File: config.mk
export PLATFORM = sky130hd
export DESIGN_NAME = hbmc_wr_burst_feeder
export DESIGN_NICKNAME = d
export VERILOG_FILES = /design/src/rtl/hbmc_wr_burst_feeder.sv
export SDC_FILE = /design/constraint.sdc
export NUM_CORES = 1
export LEC_CHECK = 0
export CELL_PAD_IN_SITES_DETAIL_PLACEMENT = 1
export CELL_PAD_IN_SITES_GLOBAL_PLACEMENT = 1
export CORE_ASPECT_RATIO = 1.25
export CORE_MARGIN = 3
export CORE_UTILIZATION = 46
export CTS_CLUSTER_SIZE = 12
export DETAILED_ROUTE_END_ITERATION = 8
export PLACE_DENSITY_LB_ADDON = 0.1
export REMOVE_ABC_BUFFERS = 1
export SYNTH_ARGS = -nofsm -noshare
export SYNTH_HDL_FRONTEND = slang
export SYNTH_SLANG_ARGS = --single-unit
export TNS_END_PERCENT = 100
File: constraint.sdc
create_clock -name clk -period 3.59 [get_ports clk]
set_input_delay 1.077 -clock clk [delete_from_list [all_inputs] [get_ports clk]]
set_output_delay 1.077 -clock clk [all_outputs]
set_load 0.02 [all_outputs]
File: src/rtl/hbmc_wr_burst_feeder.sv
// Stages FWFT FIFO words into a small prefetch buffer and streams them to the HyperBus PHY, one word per data tick.
// burst_rdy comes one cycle after min(PREFETCH,len) words are staged; the PHY never stalls, so underrun emits masked words.
module hbmc_wr_burst_feeder #(
  parameter int BUF_DEPTH = 4,
  parameter int PREFETCH  = 2,
  parameter int LEN_WIDTH = 9
) (
  input  logic                 clk,
  input  logic                 rstn,
  input  logic                 cmd_valid,
  output logic                 cmd_ready,
  input  logic [LEN_WIDTH-1:0] cmd_len,
  input  logic                 abort,
  output logic                 burst_rdy,
  output logic                 data_valid,
  input  logic                 data_ready,
  output logic [15:0]          data_dout,
  output logic [1:0]           data_mask,
  output logic                 data_last,
  output logic                 cmd_done,
  output logic                 underrun,
  input  logic [15:0]          fifo_rd_dout,
  input  logic [1:0]           fifo_rd_strb,
  input  logic                 fifo_rd_empty,
  output logic                 fifo_rd_ena
);

  localparam int PW = $clog2(BUF_DEPTH);
  localparam int CW = PW + 1;
  localparam logic [CW-1:0]        DEPTH_C = CW'(BUF_DEPTH);
  localparam logic [CW-1:0]        CNT_ONE = CW'(1);
  localparam logic [PW-1:0]        PTR_ONE = PW'(1);
  localparam logic [LEN_WIDTH-1:0] PF_C    = LEN_WIDTH'(PREFETCH);
  localparam logic [LEN_WIDTH-1:0] LEN_ONE = LEN_WIDTH'(1);

  typedef enum logic [1:0] {S_IDLE, S_PRIME, S_BURST} state_t;

  state_t               r_state;
  state_t               w_state_nxt;
  logic [LEN_WIDTH-1:0] r_words_left;
  logic [LEN_WIDTH-1:0] r_fetch_left;
  logic [CW-1:0]        r_buf_cnt;
  logic [PW-1:0]        r_wr_ptr;
  logic [PW-1:0]        r_rd_ptr;
  logic [15:0]          r_buf_dat  [BUF_DEPTH];
  logic [1:0]           r_buf_strb [BUF_DEPTH];
  logic                 r_burst_rdy;
  logic                 r_cmd_done;
  logic                 r_underrun;

  logic                 w_accept;
  logic                 w_active;
  logic                 w_buf_empty;
  logic                 w_consume;
  logic                 w_pop;
  logic                 w_skip;
  logic                 w_fetch;
  logic                 w_push;
  logic                 w_last;
  logic                 w_finish;
  logic                 w_flush;
  logic                 w_staged;
  logic                 w_done_nxt;
  logic                 w_brdy_nxt;
  logic [LEN_WIDTH-1:0] w_thresh;

  always_ff @(posedge clk or negedge rstn) begin
    if (!rstn) begin
      r_state <= S_IDLE;
    end else begin
      r_state <= w_state_nxt;
    end
  end

  always_comb begin
    w_state_nxt = r_state;
    w_accept    = (r_state == S_IDLE) && cmd_valid;
    w_active    = (r_state == S_PRIME) || (r_state == S_BURST);
    w_buf_empty = (r_buf_cnt == '0);
    w_consume   = (r_state == S_BURST) && data_ready && !abort;
    w_pop       = w_consume && !w_buf_empty;
    w_skip      = w_consume && w_buf_empty;
    w_fetch     = w_active && !abort && !fifo_rd_empty && (r_fetch_left != '0) &&
                  ((r_buf_cnt < DEPTH_C) || w_pop);
    // A word fetched while skipping is the very word being skipped: drop it.
    w_push      = w_fetch && !w_skip;
    w_last      = (r_state == S_BURST) && (r_words_left == LEN_ONE);
    w_finish    = w_consume && w_last;
    w_flush     = (w_active && abort) || w_finish;
    w_thresh    = (r_words_left < PF_C) ? r_words_left : PF_C;
    w_staged    = (LEN_WIDTH'(r_buf_cnt) >= w_thresh);
    w_done_nxt  = (w_accept && (cmd_len == '0)) || w_flush;
    w_brdy_nxt  = 1'b0;
    case (r_state)
      S_IDLE: begin
        if (w_accept && (cmd_len != '0)) w_state_nxt = S_PRIME;
      end
      S_PRIME: begin
        if (abort) begin
          w_state_nxt = S_IDLE;
        end else if (w_staged) begin
          w_state_nxt = S_BURST;
          w_brdy_nxt  = 1'b1;
        end
      end
      S_BURST: begin
        if (w_flush) w_state_nxt = S_IDLE;
      end
      default: w_state_nxt = S_IDLE;
    endcase
  end

  always_ff @(posedge clk or negedge rstn) begin
    if (!rstn) begin
      r_words_left <= '0;
      r_fetch_left <= '0;
      r_buf_cnt    <= '0;
      r_wr_ptr     <= '0;
      r_rd_ptr     <= '0;
      r_burst_rdy  <= 1'b0;
      r_cmd_done   <= 1'b0;
      r_underrun   <= 1'b0;
    end else begin
      r_burst_rdy <= w_brdy_nxt;
      r_cmd_done  <= w_done_nxt;
      if (w_accept) begin
        r_underrun <= 1'b0;
      end else if (w_skip) begin
        r_underrun <= 1'b1;
      end
      if (w_flush) begin
        r_words_left <= '0;
        r_fetch_left <= '0;
        r_buf_cnt    <= '0;
        r_wr_ptr     <= '0;
        r_rd_ptr     <= '0;
      end else if (w_accept) begin
        r_words_left <= cmd_len;
        r_fetch_left <= cmd_len;
      end else begin
        if (w_consume)        r_words_left <= r_words_left - LEN_ONE;
        if (w_fetch | w_skip) r_fetch_left <= r_fetch_left - LEN_ONE;
        if (w_push)           r_wr_ptr     <= r_wr_ptr + PTR_ONE;
        if (w_pop)            r_rd_ptr     <= r_rd_ptr + PTR_ONE;
        case ({w_push, w_pop})
          2'b10:   r_buf_cnt <= r_buf_cnt + CNT_ONE;
          2'b01:   r_buf_cnt <= r_buf_cnt - CNT_ONE;
          default: r_buf_cnt <= r_buf_cnt;
        endcase
      end
    end
  end

  always_ff @(posedge clk) begin
    if (w_push) begin
      r_buf_dat[r_wr_ptr]  <= fifo_rd_dout;
      r_buf_strb[r_wr_ptr] <= fifo_rd_strb;
    end
  end

  assign cmd_ready   = (r_state == S_IDLE);
  assign burst_rdy   = r_burst_rdy;
  assign data_valid  = (r_state == S_BURST);
  assign data_dout   = (data_valid && !w_buf_empty) ? r_buf_dat[r_rd_ptr] : 16'h0000;
  assign data_mask   = (data_valid && !w_buf_empty) ? ~r_buf_strb[r_rd_ptr] : 2'b11;
  assign data_last   = w_last;
  assign cmd_done    = r_cmd_done;
  assign underrun    = r_underrun;
  assign fifo_rd_ena = w_fetch;

endmodule

==> run_results.csv, run 1 <==
group,metric,value,unit
drt,dr.pass1.iters,4,
global_routing,grt_max_degree,31,
synth,synth.area.top_cells,"edfxtp_1 45%, dfrtp_1 16%, mux4_2 8.4%",
sta,tightest_slew,0.760,ns
sta,timing.fmax,0.286,GHz
sta,finClkSkew,0.00885,ns
setup_path,critPathKind,"in -> out",
synth,synth_xor_area_share,0.728,%
synth,ys_ff_latch,102,
drt,wl_per_cell,20.8,µm
finish,final_net_count,484,
power_and_ir_drop,max-vdd-ir-drop,0.368,mV
synth,synth_top_area_share,44.9,%
clock_network,htree_levels,3,
synth,synth_fa_ha_area_share,4.06,%
synth,syn-instance-count,361,
synth,netlist_area,0.00481,mm²
die,die_h,120,µm
die,io-pin-count,58,
sta,fin_crit,3.50,ns
clock_network,cts_hold_buf,0,
placed_design,portBuffers,57,
global_routing,grtUsageTotal,21.3,%
placed_design,hpwl,8300,µm
clock_network,cts_setup_buffers,0,
drt,drtIter0Drc,144,
drt,wl,11900,µm
power_and_ir_drop,power.share.sequential,39.5,%
synth,synth_compound_area_share,10.5,%
power_and_ir_drop,p_sw_share,36.7,%
synth,synthMuxAreaShare,8.87,%
synth,async_flop_share,29.4,%
synth,yosys-top-cells-count,"72 x edfxtp_1, 30 x dfrtp_1, 26 x nor2_1",
die,core,0.0102,mm²
finish,nFillCells,1000,
setup_path,slowest_delay,0.45,ns
drt,ant_nets,0,
die,rows,41,
power_and_ir_drop,switchingPower,0.00147,W
placed_design,dp.cells,554,
die,initial_core_util,47.4,%
setup_path,cp_data_required_time,2.51,ns
clock_network,cts_buffers,9,
finish,drive_gt1_share,15.6,%
clock_network,insertion_delay,0.35,ns
clock_network,cts_sinks,102,
run_status,status,"finished clean",
sta,max_slew_margin,49.0,%
die,die_w,97.5,µm
global_routing,grt_pass1_wl,19400,µm
clock_network,cts_resized,6,
power_and_ir_drop,internal-power,0.00253,W
flow_run,maxCapViolCount,0,
synth,yosys.area_share.simple,12.6,%
synth,ys_warn_count,0,
die,dieArea,0.0117,mm²
global_routing,antenna_found_initial,0,
drt,vias,3320,
setup_path,worstPathCellList,"clkdlybuf4s50_1 > or3b_4 > a21oi_2 > nand2_1 > inv_1 > buf_2",
setup_path,arrival,2.42,ns
finish,stdcell_count,570,
finish,diodes,0,
setup_path,cp_max_fo,3,
synth,synth_cell_types,54,
sta,setup_viol,0,
clock_network,clk_pin_slew_worst_paths,0.07,ns
setup_path,endpoint_kind,"output port",
drt,vias_per_cell,5.82,
power_and_ir_drop,p_clk_share,23.6,%
sta,finalHoldViolCount,0,
synth,yosysMostFrequentCell,"edfxtp_1",
min_path,hold_path_class,"reg -> reg",
drt,drc,0,
placed_design,gp_congestion,0.806,
clock_network,cts_buffer_depth,2,
power_and_ir_drop,pwr-share-comb,36.9,%
power_and_ir_drop,p_per_area,667,mW/mm²
synth,synth_top_family_by_area,"simple AND/OR/NAND/NOR gates",
clock_network,cts_tree,"built",
sta,timing.final.crit_share,97.4,%
synth,synth-main-ff-cell,"edfxtp_1",
sta,drv_slew,0,
synth,yosys.area.top_type,"edfxtp_1",
setup_path,slowest_stage,"clkdlybuf4s50_1",
finish,area_delta_synth_final,24.4,%
global_routing,grt_overflow,0,
sta,rsz0062_at_grt,"false",
sta,whs,0.536,ns
synth,synth_edf_count,72,
global_routing,grt_pass1_vias,3638,
setup_path,worst_setup_path_start_kind,"input port",
synth,avgSynthCellArea,13.3,µm²
synth,synth.yosys.seq_area_share,60.5,%
power_and_ir_drop,p_leak,2.21,nW
clock_network,cts-root-buf,"clkbuf_16",
-- layout by cell type (no fill, tap or decap), types with 5 or more instances in the layout --
cell type / n
nand2_1: 16
and3_1: 19
inv_1: 11
o21ai_1: 7
buf_12: 5
buf_4: 18
dfrtp_1: 30
nand3_1: 10
edfxtp_1: 72
nor3_1: 12
o21ai_0: 16
o211ai_1: 8
and2_1: 6
ha_1: 14
clkdlybuf4s50_1: 55
clkbuf_16: 9
nor4_1: 6
nor2_1: 26
a21oi_1: 17
mux4_2: 18
-- registers in the layout, indices dropped and copies added, names as in the netlist --
signal and count:
underrun 1, r_buf_dat 64, r_rd_ptr 2, r_buf_cnt 3
r_state 2, burst_rdy 1, r_wr_ptr 2, r_buf_strb 8
r_words_left 9, r_fetch_left 9, cmd_done 1
-- metrics by stage --
step	instance area, µm²	TNS, ns	setup WS [ns]	power (W)	utilization [%]
after floorplan	4740	0	0.506	0.00249	-
after global placement	5700	-0.581	-0.581	0.00304	56.1
after CTS	5980	-0.0337	-0.0337	0.00403	58.9
after global routing	5990	0	0.00583	0.00424	59.0
final	5990	0	0.0917	0.00400	59.0
after detailed placement	5700	-0.571	-0.571	0.00309	56.1
-- power groups by stage --
stage | registers, W | logic (W) | clock network (W)
4_1_cts | 0.00158 | 0.00149 | 0.000956
3_3_place_gp | 0.00159 | 0.00145 | 0
6_report | 0.00158 | 0.00148 | 0.000941
2_1_floorplan | 0.00158 | 0.000907 | 0
3_5_place_dp | 0.00160 | 0.00149 | 0
5_1_grt | 0.00160 | 0.00165 | 0.000995
-- critical path, delay by kind of cell --
family | cells | cell delay (ns)
AOI/OAI and AO/OA | 1 | 0.15
buffers and inverters | 3 | 0.66
and+or+nand+nor | 2 | 0.52
-- logic make-up after synthesis --
group           Yosys count
other cells               1
flops                   102
mux                      20
compound gates           77
buf+inv                  28
xor+xnor                  4
fa+ha+maj                15
simple gates            114
-- final cells by class --
type                            instances  area, µm²  area share (%)
Tap cell                              129        161            2.70
Clock inverter                          6       55.1           0.919
Sequential cell                       102       2910            48.6
Clock buffer                           10        229            3.82
Multi-Input combinational cell        231       1780            29.7
Timing Repair Buffer                   80        800            13.4
Inverter                               12       50.0           0.836
-- layer usage --
| layer | part of all wire [%] | up-vias | GRT usage, % |
|---|---|---|---|
| li1 | - | 1541 | - |
| met1 | 42 | 1676 | 25.7 |
| met2 | 52 | 75 | 37.5 |
| met3 | 3.4 | 28 | 3.75 |
| met4 | 3.0 | 0 | 9.52 |
| met5 | 0 | - | 0 |
-- path summary, 6_finish.rpt --
| kind | start | end | slack (ns) | depth (start not counted) |
|---|---|---|---|---|
| worst max-delay path | abort | fifo_rd_ena | 0.09 | 6 |
| worst min-delay path | underrun$_DFFE_PN0P_ | underrun$_DFFE_PN0P_ | 0.54 | 2 |
| worst max register to register | r_words_left[3]$_DFFE_PN0P_ | r_state[0]$_DFFE_PN0P_ | 0.81 | 10 |
| worst min register to register | underrun$_DFFE_PN0P_ | underrun$_DFFE_PN0P_ | 0.54 | 2 |
| max in group asynchronous | rstn | r_buf_cnt[2]$_DFFE_PN0P_ | 2.17 | 2 |
| min in group asynchronous | rstn | burst_rdy$_DFF_PN0_ | 1.12 | 2 |
No activity file was read; power rests on OpenSTA's default activity.
==> inputs of run 2 (changes only) <==
Settings changed: SKIP_CTS_REPAIR_TIMING set to 1.
==> run_results.csv, run 2 (synthesized netlist as in run 1, its figures left out) <==
group,metric,value,unit
power_and_ir_drop,power,0.00400,W
placed_design,gp_congestion,0.806,
sta,timing.fmax,0.284,GHz
setup_path,arrival,2.44,ns
finish,largest_reg_flops,64,
power_and_ir_drop,power.share.sequential,39.5,%
drt,drtIter0Drc,127,
setup_path,critPathKind,"in -> out",
run_status,status,"finished clean",
sta,max_slew_margin,49.2,%
setup_path,worst_setup_path_start_kind,"input port",
min_path,holdPathStages,2,
sta,tns,0,ns
finish,multi_input_area,0.00178,mm²
power_and_ir_drop,internal-power,0.00253,W
finish,final_net_count,484,
power_and_ir_drop,switchingPower,0.00147,W
finish,reg_top3,"r_buf_dat (64), r_fetch_left (9), r_words_left (9)",
setup_path,rr_worst_depth,10,
global_routing,antenna_found_initial,0,
drt,vias,3325,
setup_path,slowest_delay,0.46,ns
global_routing,grt_pass1_wl,19400,µm
sta,drv_slew,0,
drt,ant_nets,0,
drt,vias_per_cell,5.83,
sta,whs,0.536,ns
min_path,holdPathEnd,"underrun$_DFFE_PN0P_",
setup_path,worstPathCellList,"clkdlybuf4s50_1 > or3b_4 > a21oi_2 > nand2_1 > inv_1 > clkbuf_2",
die,rows,41,
placed_design,dp.cells,554,
global_routing,grt_overflow,0,
die,core,0.0102,mm²
power_and_ir_drop,p_leak,2.22,nW
drt,wl,11900,µm
finish,area_delta_synth_final,24.5,%
placed_design,portBuffers,57,
setup_path,cp_max_fo,3,
global_routing,grt_pass1_vias,3635,
die,die_w,97.5,µm
clock_network,cts_tree,"built",
global_routing,grt_max_degree,31,
finish,largest-register,"r_buf_dat",
finish,final_cell_mix,"72 x edfxtp_1, 55 x clkdlybuf4s50_1, 30 x dfrtp_1, 26 x nor2_1, 19 x and3_1",
power_and_ir_drop,pwr-share-comb,37.0,%
die,die_h,120,µm
setup_path,cp_data_required_time,2.51,ns
clock_network,cts_buffer_depth,2,
finish,final_common_cell,"edfxtp_1",
clock_network,insertion_delay,0.35,ns
min_path,hp-start,"underrun$_DFFE_PN0P_",
sta,finalHoldViolCount,0,
global_routing,grtUsageTotal,21.3,%
clock_network,cts_buffers,9,
drt,drc,0,
finish,stdcell_count,570,
drt,wl_per_cell,20.9,µm
setup_path,endpoint_kind,"output port",
sta,setup_viol,0,
placed_design,hpwl,8300,µm
finish,seqCellArea,0.00291,mm²
finish,nFillCells,1000,
setup_path,slowest_stage,"clkdlybuf4s50_1",
clock_network,htree_levels,3,
setup_path,r2r_start,"r_words_left[3]$_DFFE_PN0P_",
power_and_ir_drop,p_clk_share,23.5,%
die,initial_core_util,47.4,%
die,dieArea,0.0117,mm²
flow_run,maxCapViolCount,0,
min_path,hold_path_class,"reg -> reg",
clock_network,cts-root-buf,"clkbuf_16",
power_and_ir_drop,p_sw_share,36.8,%
power_and_ir_drop,p_per_area,667,mW/mm²
finish,drive_gt1_share,15.6,%
setup_path,ff2ff_setup_slack,0.80,ns
sta,tightest_slew,0.757,ns
clock_network,clk_pin_slew_worst_paths,0.07,ns
finish,utilization,59.0,%
sta,timing.final.crit_share,98.1,%
sta,fin_crit,3.52,ns
drt,dr.pass1.iters,4,
setup_path,r2r-end,"r_state[0]$_DFFE_PN0P_",
sta,finClkSkew,0.00927,ns
die,io-pin-count,58,
finish,diodes,0,
clock_network,cts_sinks,102,
power_and_ir_drop,max-vdd-ir-drop,0.368,mV
[run 2: cell count changes in the layout (fill, tap and decap cells not counted)]
cell and delta:
dlygate4sd2_1 -1, buf_2 -1, clkbuf_2 +1, dlymetal6s2s_1 +1
[run 2: cell type report]
class / instances / share of cell area, %
inverter: 12 / 0.835
sequential: 102 / 48.6
clock inverter: 6 / 0.919
timing repair buffer: 80 / 13.4
clock buffer: 10 / 3.82
tap: 129 / 2.69
multi-input combinational: 231 / 29.7
[run 2: per-layer routing]
| layer | part of all wire (%) | vias to the layer above | GRT usage, % |
|---|---|---|---|
| li1 | - | 1540 | - |
| met1 | 42 | 1690 | 25.7 |
| met2 | 52 | 68 | 37.7 |
| met3 | 3.3 | 27 | 3.69 |
| met4 | 2.7 | 0 | 9.09 |
| met5 | 0 | - | 0 |
[run 2: metrics by stage]
stage	setup WS (ns)	instance area, µm²
floorplan	0.506	4740
global placement	-0.581	5700
detailed placement	-0.571	5700
CTS	-0.569	5990
global route	-0.00469	5990
finish	0.0683	5990
[run 2: power groups by stage]
stage               registers [W]  logic, W  clock network [W]
floorplan                 0.00158  0.000907                  0
global placement          0.00159   0.00145                  0
detailed placement        0.00160   0.00149                  0
CTS                       0.00158   0.00150           0.000956
global route              0.00160   0.00165           0.000995
finish                    0.00158   0.00148           0.000940
[run 2: worst max-delay path by stage]
stage / start / end / depth (start not counted)
after floorplan: abort / fifo_rd_ena / 4
after global placement: abort / fifo_rd_ena / 6
after detailed placement: abort / fifo_rd_ena / 6
after CTS: abort / fifo_rd_ena / 6
after global routing: abort / fifo_rd_ena / 6
final: abort / fifo_rd_ena / 6
[run 2: worst max-delay path: cells and delay by family]
kind / cells / cell delay (ns)
AO/OA/AOI/OAI: 1 / 0.16
buffers and inverters: 3 / 0.68
AND/OR/NAND/NOR: 2 / 0.53
==> inputs of run 3 (changes only) <==
Settings changed: TNS_END_PERCENT 100 to not set.
==> results of run 3 <==
Final layout, timing and power as in run 2 (identical DEF).
